==> config.mk <==
export PLATFORM = sky130hd
export DESIGN_NAME = serial_adder
export DESIGN_NICKNAME = d
export VERILOG_FILES = /design/src/rtl/serial_adder_pkg.sv /design/src/rtl/serial_adder_full_adder.sv /design/src/rtl/serial_adder.sv
export SDC_FILE = /design/constraint.sdc
export NUM_CORES = 1
export LEC_CHECK = 0
export ABC_AREA = 1
export CAP_MARGIN = 20
export CORE_ASPECT_RATIO = 0.75
export CORE_MARGIN = 1
export CORE_UTILIZATION = 24
export CTS_CLUSTER_DIAMETER = 60
export DETAILED_ROUTE_END_ITERATION = 7
export MAX_ROUTING_LAYER = met4
export SYNTH_ARGS = -nofsm -noshare
export SYNTH_HDL_FRONTEND = slang
export SYNTH_SLANG_ARGS = --single-unit
==> constraint.sdc <==
create_clock -name clock -period 2.43 [get_ports clock]
set_clock_uncertainty 0.05 [all_clocks]
set_input_delay 0.486 -clock clock [delete_from_list [all_inputs] [get_ports clock]]
set_output_delay 0.486 -clock clock [all_outputs]
set_load 0.03 [all_outputs]
==> src/rtl/serial_adder_pkg.sv <==
// Shared constants for the bit-serial adder: FSM state encoding and default width.
package serial_adder_pkg;

   localparam int unsigned DEFAULT_WIDTH = 8;

   localparam logic [1:0] IDLE  = 2'd0;
   localparam logic [1:0] SHIFT = 2'd1;
   localparam logic [1:0] DONE  = 2'd2;

   typedef logic [1:0] state_t;

   // Bit counter must reach WIDTH without wrapping.
   function automatic int unsigned cnt_width(input int unsigned width);
      return $clog2(width + 1);
   endfunction

endpackage

==> src/rtl/serial_adder_full_adder.sv <==
// Single-bit full-adder slice used by serial_adder.
module full_adder (
   input  logic a,
   input  logic b,
   input  logic cin,
   output logic s,
   output logic cout
);

   assign s    = a ^ b ^ cin;
   assign cout = (a & b) | (cin & (a ^ b));

endmodule

==> src/rtl/serial_adder.sv <==
// Bit-serial adder, LSB first, one full-adder slice plus carry flop.
// Optional signed-overflow output enabled by defining SERIAL_ADDER_OVF_EN.
module serial_adder
   import serial_adder_pkg::*;
#(
   parameter int unsigned WIDTH = DEFAULT_WIDTH
) (
   input  logic             clock,
   input  logic             reset,
   input  logic             start,
   input  logic [WIDTH-1:0] op_a,
   input  logic [WIDTH-1:0] op_b,
   output logic             busy,
   output logic             done,
   output logic [WIDTH-1:0] sum,
   output logic             cout
`ifdef SERIAL_ADDER_OVF_EN
   ,output logic            ovf
`endif
);

   localparam int unsigned    CW   = cnt_width(WIDTH);
   localparam logic [CW-1:0]  LAST = CW'(WIDTH - 1);

   state_t           state;
   logic [WIDTH-1:0] sh_a;
   logic [WIDTH-1:0] sh_b;
   logic [WIDTH-1:0] acc;
   logic             carry;
   logic [CW-1:0]    cnt;
   logic             fa_s;
   logic             fa_c;
`ifdef SERIAL_ADDER_OVF_EN
   logic             msb_cin;
`endif

   full_adder u_fa (
      .a    (sh_a[0]),
      .b    (sh_b[0]),
      .cin  (carry),
      .s    (fa_s),
      .cout (fa_c)
   );

   // busy/done are registered views of the state, one cycle behind it,
   // so the result appears WIDTH+1 edges after acceptance.
   always_ff @(posedge clock or posedge reset) begin
      if (reset) begin
         state   <= IDLE;
         sh_a    <= '0;
         sh_b    <= '0;
         acc     <= '0;
         carry   <= 1'b0;
         cnt     <= '0;
         busy    <= 1'b0;
         done    <= 1'b0;
         sum     <= '0;
         cout    <= 1'b0;
`ifdef SERIAL_ADDER_OVF_EN
         msb_cin <= 1'b0;
         ovf     <= 1'b0;
`endif
      end else begin
         busy <= (state == SHIFT);
         done <= (state == DONE);
         case (state)
            IDLE: begin
               if (start) begin
                  sh_a  <= op_a;
                  sh_b  <= op_b;
                  carry <= 1'b0;
                  cnt   <= '0;
                  state <= SHIFT;
               end
            end
            SHIFT: begin
               sh_a  <= sh_a >> 1;
               sh_b  <= sh_b >> 1;
               acc   <= {fa_s, acc[WIDTH-1:1]};
               carry <= fa_c;
               cnt   <= cnt + CW'(1);
`ifdef SERIAL_ADDER_OVF_EN
               msb_cin <= carry;
`endif
               if (cnt == LAST)
                  state <= DONE;
            end
            DONE: begin
               sum   <= acc;
               cout  <= carry;
`ifdef SERIAL_ADDER_OVF_EN
               ovf   <= msb_cin ^ carry;
`endif
               state <= IDLE;
            end
            default: state <= IDLE;
         endcase
      end
   end

endmodule

# Word-level counts from Yosys, hierarchy flattened

Cells that the tools add are included.

$add $sub $neg: 1
Reductions and logical operators: 4
Multiplexer cells: 11
Bitwise operators: 5
Eq/ne operators: 5

Operator list:

| kind                                                   | number |
|---|---|
| one-hot mux 8 bit (2 select lines)                     | 2 |
| 2-to-1 mux 8 bit                                       | 2 |
| one-hot mux 4 bit (2 select lines)                     | 1 |
| adder 4 x 1 -> 4 bit (second input constant)           | 1 |
| == test 4 x 3 -> 1 bit (second input constant)         | 1 |
| 2-to-1 mux 2 bit                                       | 2 |
| 2-to-1 mux 4 bit                                       | 1 |
| one-hot mux 2 bit (2 select lines)                     | 1 |
| AND reduction 2 bit                                    | 2 |
| bitwise AND 1 bit                                      | 2 |
| == test 2 x 1 -> 1 bit (second input constant)         | 1 |
| == test 2 bit (second input constant)                  | 1 |
| zero test 2 bit                                        | 1 |
| inequality test 2 x 1 -> 1 bit (second input constant) | 1 |
| inequality test 2 bit (second input constant)          | 1 |
| one-hot mux 1 bit (2 select lines)                     | 1 |
| nonzero test 2 bit                                     | 1 |
| bitwise XOR 1 bit                                      | 2 |
| 2-to-1 mux 1 bit                                       | 1 |
| OR 1 bit                                               | 1 |

Output and inout port bits: 11
Logic and storage cells: 36
Register bits: 42
Input port bits: 19

# Longest topological paths before layout

Depth after elaboration: 4
Mapped depth: 6
Depth with buffers taken out: 5

# Cells and area by module

A second synthesis with hierarchy kept.

Cells, all modules: 189
Area total of the unflattened synthesis: 1760.4 sq um

Modules (own cells, without submodules):

| module       | seq. area each (sq um) | area each (sq um) | cells an instance | times used |
|---|---|---|---|---|
| serial_adder | 1051.0                 | 1740.4            | 188               | 1 |
| full_adder   | 0.0                    | 20.0              | 1                 | 1 |

# Worst setup path after synthesis

OpenSTA, ideal clock, no wires.

Path kind: reg2reg
Start point: register carry
End point: register acc[7]
Data arrival time: 941 ps
Slack: 1319 ps
Period minus slack after synthesis: 1111 ps
Path buffers: 0
Library setup time: 121 ps
Data required time: 2259 ps
Cell stages (with the launch flop): 4
Path through: dfrtp_1 > inv_1 > fa_1 > o21ai_1

Cells in the longest elaborated chain, start to end: 1

RTL lines:

| item                   | line                          | source |
|---|---|---|
| from (decl)            | serial_adder.sv:29            | `logic carry;` |
| from (signal assigned) | serial_adder.sv:53            | `carry <= 1'b0;` |
| from (signal assigned) | serial_adder.sv:71            | `carry <= 1'b0;` |
| from (signal assigned) | serial_adder.sv:80            | `carry <= fa_c;` |
| bitwise XOR 1 bit      | serial_adder_full_adder.sv:10 | `assign s = a ^ b ^ cin;` |
| to (signal assigned)   | serial_adder.sv:79            | `acc <= {fa_s, acc[WIDTH-1:1]};` |
| to (decl)              | serial_adder.sv:28            | `logic [WIDTH-1:0] acc;` |

No other way between the ends.
A chain may end at the register's enable or synchronous reset.

# Final worst setup path

Start point: register cout
End point: output cout

RTL lines:

| item                   | line               | source |
|---|---|---|
| from (decl)            | serial_adder.sv:16 | `output logic cout` |
| from (signal assigned) | serial_adder.sv:90 | `cout <= carry;` |

No word-level cell between the ends.

==> impl_metrics.tcl <==
set metrics [dict create \
    relSlewSlack_pct 64.7 \
    avgSynthCellArea_um2 9.27 \
    fp.dieW_um 101 \
    rsz0062_at_grt "false" \
    insertion_delay_ns 0.29 \
    drv_slew 0 \
    fillers 768 \
    netlist_area_mm2 0.00177 \
    tightest_slew_ns 0.530 \
    drcViolationCount 0 \
    crit_slowest_cell "clkdlybuf4s50_1" \
    final_cell_mix "nand2_1, dfrtp_1, nand3_1, clkdlybuf4s50_1, inv_1" \
    cts_hold_buf 0 \
    first_pass_iters 4 \
    totalWireLength_mm 3.33 \
    maxCapViolations 0 \
    vdd_ir_drop_max_v 0.000290 \
    synth-simple-area-share_pct 25.0 \
    post_drt_wl_per_cell_um 10.4 \
    synth_mux_area_share_pct 0 \
    die_y_um 76.4 \
    grt_pass1_vias 1266 \
    cp_num_cells 1 \
    gr-total-overflow 0 \
    fmax_mhz 532 \
    initial_utilization_pct 25.4 \
    synth_top_family_by_area "simple AND/OR/NAND/NOR gates" \
    ant_nets 0 \
    seq_area_mm2 0.00105 \
    core-area_mm2 0.00696 \
    routabilityCongestion 0.778 \
    ctsRootBufferMaster "clkbuf_8" \
    setup_slack_ns 0.551 \
    status "completed" \
    preCtsSetupSlack_ns 0.757 \
    layoutNonFillerInstCount 319 \
    synth_fa_ha_area_share_pct 1.84 \
    fin_crit_sh_pct 77.3 \
    cp_slowest_stage_delay_ns 0.67 \
    postLayoutCoreUtil_pct 32.0 \
    synth-seq-cells 42 \
    synth_fp_nets 212 \
    critPathRequiredTime_ns 1.89 \
    numPlacedInstances 311 \
    finalSetupViolCount 0 \
    initialDrtViolationCount 57 \
    area_growth_pct 26.0 \
    final_area_mm2 0.00223 \
    final_nets 241 \
    leakagePower_nw 1.03 \
    h-tree-depth 2 \
    antenna_found_initial 0 \
    post_cts_resized 0 \
    cp_num_buf_inv 1 \
    cts_tree "done" \
    min_path_cells 2 \
    postSynthCellCount 191 \
    numCtsBuffers 5 \
    final_common_cell "nand2_1" \
    dpl.hpwl_mm 2.19 \
    crit_fanout 2 \
    vias 1313 \
    multi_input_area_um2 589 \
    end_kind "output pin" \
    num_rows 26 \
    clock-sinks 42 \
    track_usage_pct 9.93 \
    fin_tns_setup_ns 0 \
    min_period_ns 1.88 \
    clkTransAtPathRegs_ns 0.08 \
    critical_path_class "flip-flop to output pin" \
    place_area_mm2 0.00214 \
    crit_family "buffers and inverters" \
    worstRegToRegCells 4 \
    diodes 0 \
    grt_pass1_wl_mm 5.75 \
    ys.warnings.count 0 \
    clk_path_buf_depth 2 \
    post_cts_buffers 0 \
    finalHoldViolations 0 \
    synth.distinct_cells 21 \
    crit_arrival_ns 1.34 \
    synth_compound_area_share_pct 5.94 \
    critPathLaunchType "flip-flop" \
    layout-drive-gt1-share_pct 8.60 \
    grt_max_degree 43 \
    synth_xor_area_share_pct 0.495 \
    power.density_mw_per_mm2 1140 \
    post_drt_via_cell_ratio 4.12 \
    die_area_mm2 0.00773 \
    min_path_type "flip-flop to flip-flop" \
    yosysSeqAreaShare_pct 59.4 \
    numPortBuffers 29 \
    io_pins 30 \
    crit_chain "clkdlybuf4s50_1" \
]
-- cells in the mapped netlist, drive strengths merged --
cell   number  share of area [%]
nand2      60                 13
dfrtp      42                 59
nand3      36                 10
o21ai      18                5.3
inv        16                3.4
buf        10                4.0
nor2        3                1.1
a21oi       1               0.28
fa          1                1.1
ha          1               0.71
nand4       1               0.35
o22ai       1               0.35
xnor2       1               0.49
-- worst paths after layout --
check,from,endpoint,slack (ns)
worst max-delay path,cout$_DFFE_PP0P_,cout,0.55
worst min-delay path,acc[0]$_DFFE_PP0N_,sum[0]$_DFFE_PP0P_,0.43
worst max register to register,state[0]$_DFFE_PP0P_,sh_b[3]$_DFFE_PP0P_,1.00
worst min register to register,acc[0]$_DFFE_PP0N_,sum[0]$_DFFE_PP0P_,0.43
max in group asynchronous,reset,sh_b[0]$_DFFE_PP0P_,1.39
min in group asynchronous,reset,sum[2]$_DFFE_PP0P_,0.58
-- flip-flops by register name, summed over array words and instances (netlist names) --
register	count
sh_a	8
done	1
acc	8
sum	8
state	2
carry	1
busy	1
cnt	4
sh_b	8
cout	1
-- report_power, final --
group	total, mW	leakage (nW)	switching, mW	internal (mW)
Clock	0.466	0.0472	0.237	0.228
Combinational	0.946	0.455	0.578	0.368
Sequential	1.13	0.523	0.156	0.971
-- logic make-up (layout without fill, tap and decap cells) --
kind of cell	after synthesis	count (layout)
compound gates	20	20
fa+ha+maj	2	2
flops	42	42
buf+inv	26	56
simple gates	100	100
xor+xnor	1	1
-- worst register-to-register path, cell delays in order (launching register included) --
cell and delay, ns:
dfrtp_1 0.44, nand2_2 0.32, buf_4 0.34, nand3_1 0.13, nand3_1 0.09
-- per-stage QoR --
stage / power, mW / hold slack, ns
6_report: 2.54 / 0.430
2_1_floorplan: 1.85 / 0.392
5_1_grt: 2.75 / 0.456
3_3_place_gp: 2.08 / 0.407
4_1_cts: 2.59 / 0.439
3_5_place_dp: 2.10 / 0.417
-- layer usage --
| layer | routed length (um) | GRT usage (%) |
|---|---|---|
| met5 | 0 | - |
| met1 | 1730 | 13.0 |
| met4 | 45 | 4.49 |
| met3 | 154 | 3.03 |
| met2 | 1400 | 13.9 |
-- layout make-up --
cell class              instances  share of cell area, %
clock buffers                   6                   3.70
clock inverters                 2                  0.561
inverters                      16                   2.69
multi-input cells             123                   26.4
flip-flops and latches         42                   47.1
well taps                      98                   5.50
repair buffers                 32                   14.0
No activity file was read; power rests on OpenSTA's default activity.
